[src/rtl/crank_pattern_gen.sv]
// Purpose: crank-wheel pin pattern generator (TEETH positions, GAP missing teeth per revolution).
// Latency: q reaches the active level one cycle after the edge that samples ena=1 in IDLE.
// Backpressure: none; ena=0 returns to IDLE on the sampling edge, all outputs registered.
module crank_pattern_gen #(
  parameter int WIDTH = 16,
  parameter int TEETH = 60,
  parameter int GAP   = 2
) (
  input  logic             clk,
  input  logic             rst,
  input  logic             ena,
  input  logic             sel,
  input  logic [WIDTH-1:0] period,
  output logic             q,
  output logic             tooth_strobe,
  output logic             gap_strobe,
  output logic [7:0]       tooth_num,
  output logic             busy
);

  localparam int SUBW = $clog2(GAP + 1);
  localparam logic [7:0]       LAST_TOOTH = 8'(TEETH - GAP - 1);
  localparam logic [SUBW-1:0]  SUB_INIT   = SUBW'(GAP - 1);
  localparam logic [SUBW-1:0]  SUB_ONE    = SUBW'(1);
  localparam logic [WIDTH-1:0] CNT_ONE    = WIDTH'(1);
  localparam logic [WIDTH-1:0] P_MIN      = WIDTH'(2);

  typedef enum logic [1:0] {
    S_IDLE  = 2'd0,
    S_ACT   = 2'd1,
    S_INACT = 2'd2,
    S_GAP   = 2'd3
  } state_t;

  state_t           state_q, state_d;
  logic [WIDTH-1:0] cnt_q, cnt_d;     // remaining clocks in phase, minus one
  logic [WIDTH-1:0] p_q, p_d;         // effective period latched at the last latch point
  logic [SUBW-1:0]  sub_q, sub_d;     // remaining gap sub-periods, minus one
  logic             sel_q, sel_d;
  logic             q_q, q_d;
  logic             ts_q, ts_d;
  logic             gs_q, gs_d;
  logic [7:0]       tn_q, tn_d;
  logic             busy_q, busy_d;

  logic [WIDTH-1:0] p_eff;   // period clamped to the minimum of 2
  logic [WIDTH-1:0] h_new;   // active length from the period being latched now
  logic [WIDTH-1:0] l_cur;   // inactive length from the period latched at tooth start

  // Clamp the incoming period and derive phase lengths.
  always_comb begin
    p_eff = (period < P_MIN) ? P_MIN : period;
    h_new = p_eff >> 1;
    l_cur = p_q - (p_q >> 1);
  end

  // Next-state, counter and registered-output computation.
  always_comb begin
    state_d = state_q;
    cnt_d   = cnt_q;
    p_d     = p_q;
    sub_d   = sub_q;
    sel_d   = sel_q;
    tn_d    = tn_q;

    // Polarity only follows the input while idle, including the edge that leaves IDLE.
    if (state_q == S_IDLE) begin
      sel_d = sel;
    end

    if (!ena) begin
      state_d = S_IDLE;
      cnt_d   = '0;
      sub_d   = '0;
      tn_d    = 8'd0;
    end else begin
      case (state_q)
        S_IDLE: begin
          state_d = S_ACT;
          p_d     = p_eff;
          cnt_d   = h_new - CNT_ONE;
          tn_d    = 8'd0;
        end
        S_ACT: begin
          if (cnt_q == '0) begin
            state_d = S_INACT;
            cnt_d   = l_cur - CNT_ONE;
          end else begin
            cnt_d = cnt_q - CNT_ONE;
          end
        end
        S_INACT: begin
          if (cnt_q == '0) begin
            p_d = p_eff;
            if (tn_q < LAST_TOOTH) begin
              state_d = S_ACT;
              tn_d    = tn_q + 8'd1;
              cnt_d   = h_new - CNT_ONE;
            end else begin
              state_d = S_GAP;
              cnt_d   = p_eff - CNT_ONE;
              sub_d   = SUB_INIT;
            end
          end else begin
            cnt_d = cnt_q - CNT_ONE;
          end
        end
        S_GAP: begin
          if (cnt_q == '0) begin
            p_d = p_eff;
            if (sub_q == '0) begin
              state_d = S_ACT;
              tn_d    = 8'd0;
              cnt_d   = h_new - CNT_ONE;
            end else begin
              sub_d = sub_q - SUB_ONE;
              cnt_d = p_eff - CNT_ONE;
            end
          end else begin
            cnt_d = cnt_q - CNT_ONE;
          end
        end
        default: begin
          state_d = S_IDLE;
        end
      endcase
    end

    // Strobes mark entry into ACT/GAP; the two states never coincide so strobes are exclusive.
    q_d    = (state_d == S_ACT) ? ~sel_d : sel_d;
    ts_d   = (state_d == S_ACT) && (state_q != S_ACT);
    gs_d   = (state_d == S_GAP) && (state_q != S_GAP);
    busy_d = (state_d != S_IDLE);
  end

  // State and output registers with asynchronous reset to IDLE.
  always_ff @(posedge clk or posedge rst) begin
    if (rst) begin
      state_q <= S_IDLE;
      cnt_q   <= '0;
      p_q     <= '0;
      sub_q   <= '0;
      sel_q   <= 1'b0;
      q_q     <= 1'b0;
      ts_q    <= 1'b0;
      gs_q    <= 1'b0;
      tn_q    <= 8'd0;
      busy_q  <= 1'b0;
    end else begin
      state_q <= state_d;
      cnt_q   <= cnt_d;
      p_q     <= p_d;
      sub_q   <= sub_d;
      sel_q   <= sel_d;
      q_q     <= q_d;
      ts_q    <= ts_d;
      gs_q    <= gs_d;
      tn_q    <= tn_d;
      busy_q  <= busy_d;
    end
  end

  assign q            = q_q;
  assign tooth_strobe = ts_q;
  assign gap_strobe   = gs_q;
  assign tooth_num    = tn_q;
  assign busy         = busy_q;

endmodule

[config.mk]
export PLATFORM = sky130hd
export DESIGN_NAME = crank_pattern_gen
export DESIGN_NICKNAME = d
export VERILOG_FILES = /design/src/rtl/crank_pattern_gen.sv
export SDC_FILE = /design/constraint.sdc
export NUM_CORES = 1
export LEC_CHECK = 0
export CAP_MARGIN = 20
export CORE_MARGIN = 1
export CORE_UTILIZATION = 60
export CTS_CLUSTER_DIAMETER = 150
export DETAILED_ROUTE_END_ITERATION = 8
export MAX_ROUTING_LAYER = met4
export PLACE_DENSITY = 0.89
export SYNTH_ARGS = -nofsm -noshare
export SYNTH_HDL_FRONTEND = slang
export SYNTH_SLANG_ARGS = --single-unit
[constraint.sdc]
create_clock -name clk -period 3.65 [get_ports clk]
set_input_delay 0.5475 -clock clk [delete_from_list [all_inputs] [get_ports clk]]
set_output_delay 0.5475 -clock clk [all_outputs]
set_load 0.005 [all_outputs]
=== Word level (Yosys, flattened, before mapping) ===
Cells that the tools add are included.

* Bits in registers: 49
* Bits in latches: 0
* RAM bits: 0
* ROM bits: 0
* Bits of input ports: 20
* Output and inout port bits: 12
* Word-level logic and storage cells: 78
* Memories kept: 0

* Add/subtract/negate cells: 7
* Multipliers: 0
* Div/mod/pow operators: 0
* $lt $le $gt $ge: 2
* Equality and inequality tests: 16
* Shifts and indexed selects: 0
* Multiplexer cells: 31
* Bitwise logic cells: 1
* Reductions and logical operators: 11

{| class="wikitable"
|+ Operator list
! kind !! count
|-
| 16-bit 2-to-1 mux || 8
|-
| 16-bit one-hot mux with 4 select lines || 1
|-
| 16-bit by 1-bit subtractor with 16-bit output, second input constant || 3
|-
| 8-bit 2-to-1 mux || 5
|-
| 16-bit one-hot mux with 2 select lines || 1
|-
| 8-bit one-hot mux with 3 select lines || 1
|-
| 2-bit 2-to-1 mux || 11
|-
| 3-bit != test, second input constant || 6
|-
| 16-bit zero test || 1
|-
| 16-bit by 2-bit less-than comparator with 1-bit output, second input constant || 1
|-
| 15-bit by 1-bit subtractor with 16-bit output, second input constant || 1
|-
| 16-bit by 15-bit subtractor with 16-bit output || 1
|-
| 5-bit AND reduction || 2
|-
| 8-bit by 1-bit adder with 8-bit output, second input constant || 1
|-
| 8-bit by 6-bit less-than comparator with 1-bit output, second input constant || 1
|-
| 2-bit one-hot mux with 4 select lines || 1
|-
| 2-bit == test, second input constant || 3
|-
| 2-bit by 1-bit == test with 1-bit output, second input constant || 2
|-
| 2-bit zero test || 2
|-
| 2-bit by 1-bit != test with 1-bit output, second input constant || 2
|-
| 4-bit by 1-bit != test with 1-bit output, second input constant || 1
|-
| 2-bit one-hot mux with 2 select lines || 1
|-
| 2-bit nonzero test || 2
|-
| 3-bit by 1-bit != test with 1-bit output, second input constant || 1
|-
| 7 further kinds || 9
|}

=== Longest topological paths before layout ===
Gate-level depths: netlist of run 1.

* Depth in word-level cells: 7
* Gate-level depth with buffers: 12

=== Least setup slack after synthesis of run 1 ===
OpenSTA, ideal clock, no wires.

* Path kind: input-to-reg
* Start: in period[6]
* End: reg cnt_q[14]
* Setup time: 120 ps
* Arrival: 3604 ps
* Slack: -74 ps
* Stages on the path: 12
* Cells stage by stage: clkbuf_1 -> nor3_1 -> nand4_1 -> nor2b_1 -> ha_1 -> or3b_2 -> nor4b_4 -> and3_1 -> xnor2_1 -> o22ai_1 -> a2111o_1 -> and4_1

* Word-level cells in the longest chain between the ends: 7

{| class="wikitable"
|+ Ends and longest elaborated chain
! item !! RTL line !! text
|-
| from (decl) || 13 || <nowiki>input logic [WIDTH-1:0] period,</nowiki>
|-
| 16-bit by 2-bit less-than comparator with 1-bit output || 52 || <nowiki>p_eff = (period < P_MIN) ? P_MIN : period;</nowiki>
|-
| 16-bit 2-to-1 mux (*) || 52 ||
|-
| 16-bit by 1-bit subtractor with 16-bit output / 15-bit by 1-bit subtractor with 16-bit output (equally long branches) || - ||
|-
| 16-bit 2-to-1 mux, on equally long branches || 111, 95 ||
|-
| 16-bit 2-to-1 mux, on equally long branches || 109, 93 ||
|-
| 16-bit one-hot mux with 4 select lines (*) || 77 || <nowiki>case (state_q)</nowiki>
|-
| 16-bit 2-to-1 mux (*) || 71 || <nowiki>if (!ena) begin</nowiki>
|-
| via cnt_d[14] || 36 || <nowiki>logic [WIDTH-1:0] cnt_q, cnt_d;</nowiki>
|-
| to (signal assigned) || 151 || <nowiki>cnt_q <= cnt_d;</nowiki>
|-
| to (decl) || 36 ||
|}

The timed path passes the listed nets; every way through them passes the cells marked *.
A chain may end at the register's enable or synchronous reset.

=== Worst setup path in the final report of run 1 ===
* Start: in period[12]
* End: reg cnt_q[11]

The elaborated chain is that of the path after synthesis.

==> results.sh, run 1 <==
export IMPL_outcome="finished with violations"
export IMPL_violations="design-rule violations"
export IMPL_synthCells=502
export IMPL_setup_slack_ns=0.225
export IMPL_post_cts_buffers=0
export IMPL_yosysMostFrequentCell="nand2_1"
export IMPL_clk_latency_ns=0.32
export IMPL_synth_edf_count=0
export IMPL_use_met2=0.558
export IMPL_max_freq_ghz=0.292
export IMPL_port_buffers=31
export IMPL_fin_nets=593
export IMPL_post_route_util=0.741
export IMPL_drv_slew=0
export IMPL_place_congestion=0.970
export IMPL_remaining_drc_errors=1
export IMPL_critPathRequiredTime_ns=3.83
export IMPL_antenna_found_initial=0
export IMPL_clk_transition_reported_paths_ns=0.10
export IMPL_synthArstFlopShare=1.00
export IMPL_clk_path_buf_depth=2
export IMPL_vias=4043
export IMPL_synth_xor_area_share=0.0961
export IMPL_htree_num_levels=2
export IMPL_layout_drive_gt1_share=0.127
export IMPL_met1_usage=0.426
export IMPL_finalCritPeriodShare=0.938
export IMPL_timing_critical_path_buf_inv=3
export IMPL_antenna_cells=0
export IMPL_endpoint_kind="register"
export IMPL_yosysUniqueCellTypes=65
export IMPL_min_path_type="register to register"
export IMPL_worstMarginPinSlew_ns=0.749
export IMPL_cts_tree="done"
export IMPL_ir_drop_v=0.000345
export IMPL_syn_cell_area_mm2=0.00410
export IMPL_yosysWarnings=0
export IMPL_vias_per_cell=6.45
export IMPL_hold_slack_ns=0.525
export IMPL_chipHeight_um=84.7
export IMPL_synth_fa_ha_area_frac=0.0750
export IMPL_skew_ns=0.00768
export IMPL_synth_top_area_frac=0.299
export IMPL_grt_max_degree=50
export IMPL_muxShareOfSynthArea=0.0357
export IMPL_hold_buffers=0
export IMPL_finalPower_mw=1.96
export IMPL_yosysSeqAreaShare=0.299
export IMPL_dieArea_mm2=0.00717
export IMPL_yosys_area_top_type="dfrtp_1"
export IMPL_synth_compound_area_share=0.202
export IMPL_num_rows=29
export IMPL_coreArea_mm2=0.00646
export IMPL_fp_dieW_um=84.7
export IMPL_rsz0062_at_grt="no"
export IMPL_routedWlPerCell_um=18.1
export IMPL_initial_core_util=0.635
export IMPL_multi_input_area_mm2=0.00266
export IMPL_pin_count=32
export IMPL_drt_total_wl_mm=11.3
export IMPL_cts_root_buf="clkbuf_8"
export IMPL_grt_use_met3=0.0600
export IMPL_regArea_mm2=0.00123
export IMPL_syn_nets=546
export IMPL_finalHoldViolations=0
export IMPL_synthTopCellsByArea="dfrtp_1, ha_1, xnor2_1, nand2_1, a21oi_1"
export IMPL_post_place_ws_ns=-0.0482
export IMPL_p_leak_nw=2.06
export IMPL_dr_pass1_iters=7
export IMPL_antenna_left=0
export IMPL_crit_path_top_delay_cell="a2111oi_0"
export IMPL_postSynthAreaPerCell_um2=8.17
export IMPL_grt_pass1_wl_mm=19.0
export IMPL_cp_common_cell="buf_4"
export IMPL_worstPathMaxFanout=6
export IMPL_crit_chain="clkdlybuf4s50_1, nor4_1, buf_4, nand4_1, nor2b_2, ha_1, or3b_2, nor4b_4, buf_4, a31o_2, a21oi_1, a2111oi_0, nor2_1"
export IMPL_crit_family="simple AND/OR/NAND/NOR gates"
export IMPL_cp_start_kind="input port"
export IMPL_powerDensity_mw_per_mm2=410
export IMPL_track_usage=0.348
export IMPL_cts_num_sinks=49
export IMPL_cp_slowest_stage_delay_ns=0.60
export IMPL_place_hpwl_mm=8.51
export IMPL_area_growth_pct=16.7
export IMPL_busiest_layer="met2"
export IMPL_synth_ff_type="dfrtp_1"
export IMPL_synth_top_family_by_area="simple AND/OR/NAND/NOR gates"
export IMPL_critPathKind="input port to register"
export IMPL_setup_tns_ns=0
export IMPL_arrival_ns=3.60
export IMPL_synth_simple_area_share=0.240
export IMPL_drtIter0Drc=515
export IMPL_max_cap_violations=0
export IMPL_grt_pass1_vias=4027
export IMPL_fillCellCount=478
export IMPL_gr_total_overflow=0
export IMPL_synth_common_cells="nand2_1, dfrtp_1, nor2_1"
export IMPL_cts_inserted_buffers=5
export IMPL_setup_viol=0
export IMPL_synth_seq_cells=49
export IMPL_fin_crit_ns=3.42
export IMPL_cts_resized=0
export IMPL_relSlewSlack=0.501
==> per-layer routing <==
| layer | part of all wire | vias up |
|---|---|---|
| li1 | - | 1889 |
| met1 | 0.40 | 1898 |
| met2 | 0.48 | 211 |
| met3 | 0.081 | 45 |
| met4 | 0.036 | 0 |
| met5 | 0 | - |
==> logic make-up (layout without fill, tap and decap cells) <==
kind of cell    after synthesis  after routing
compound gates              125            125
xor+xnor                     45             45
fa+ha+maj                    24             24
buf+inv                      56            104
flops                        49             49
mux                          13             13
simple gates                190            190
==> flip-flops by register name (all words and copies together) (netlist names) <==
register and cells:
cnt_q 16, sub_q 2, sel_q 1, state_q 2, tooth_num 8, q 1
tooth_strobe 1, gap_strobe 1, p_q 16, busy 1
==> worst reg2reg max path: stages, from the launching register on <==
cell and delay, ns:
dfrtp_1 0.42, inv_1 0.11, ha_1 0.19, inv_1 0.06, fa_1 0.41, nand2b_1 0.21, a211oi_1 0.44, o21a_1 0.26
o31ai_1 0.11, xnor2_1 0.18, a2111o_1 0.42, and4_1 0.20
==> cells in the final DEF, fill, tap and decap left out, types with 3 or more instances in the layout <==
master	synthesis	routed
o21bai_1	3	3
and2_1	6	6
nor3_1	13	13
or3_1	3	3
nor4_1	8	8
a22oi_1	7	7
buf_4	1	34
a31o_2	3	3
dfrtp_1	49	49
mux2_2	13	13
clkdlybuf4s50_1	0	31
a21o_1	5	5
nor3b_1	4	4
a21oi_1	35	35
clkbuf_8	0	6
xor2_1	17	17
nor2_1	39	39
and3_1	6	6
nand4_1	9	9
nor2b_1	9	8
o221ai_1	5	5
nand3_1	9	9
nor4b_1	3	3
ha_1	23	23
xnor2_1	28	28
inv_1	29	28
o22ai_1	4	4
o21a_1	3	3
nand2b_1	5	5
o21ai_0	28	28
nand2_1	63	63
==> per-stage QoR <==
step	area, µm²	cells
6_report	4790	627
5_1_grt	4790	627
4_1_cts	4760	626
3_5_place_dp	4660	618
3_3_place_gp	4660	618
2_1_floorplan	4110	502
==> report_power, final <==
part	switching, mW	internal [mW]
sequential	0.0665	0.609
combinational	0.529	0.407
clock	0.199	0.154
total	0.794	1.17
==> layout make-up <==
type                            instances  share of cell area
Clock buffer                            6              0.0172
Clock inverter                          2             0.00287
Inverter                               30              0.0235
Multi-Input combinational cell        397               0.556
Sequential cell                        49               0.256
Tap cell                               77              0.0201
Timing Repair Buffer                   66               0.124
==> worst paths after layout <==
kind / from / slack [ns] / depth (start not counted) / to
worst max-delay path: period[12] / 0.23 / 13 / cnt_q[11]
worst min-delay path: sel_q / 0.53 / 2 / sel_q
worst max register to register: p_q[1] / 0.55 / 11 / cnt_q[14]
worst min register to register: sel_q / 0.53 / 2 / sel_q
max in group asynchronous: rst / 2.53 / 3 / p_q[9]
min in group asynchronous: rst / 0.59 / 2 / tooth_num[3]
No activity file was read; power rests on OpenSTA's default activity.
==> inputs of run 2 (changes only) <==
- CORE_MARGIN: 1 -> unset
==> results of run 2 <==
The final DEF is identical to that of run 1; final timing and power are the same.
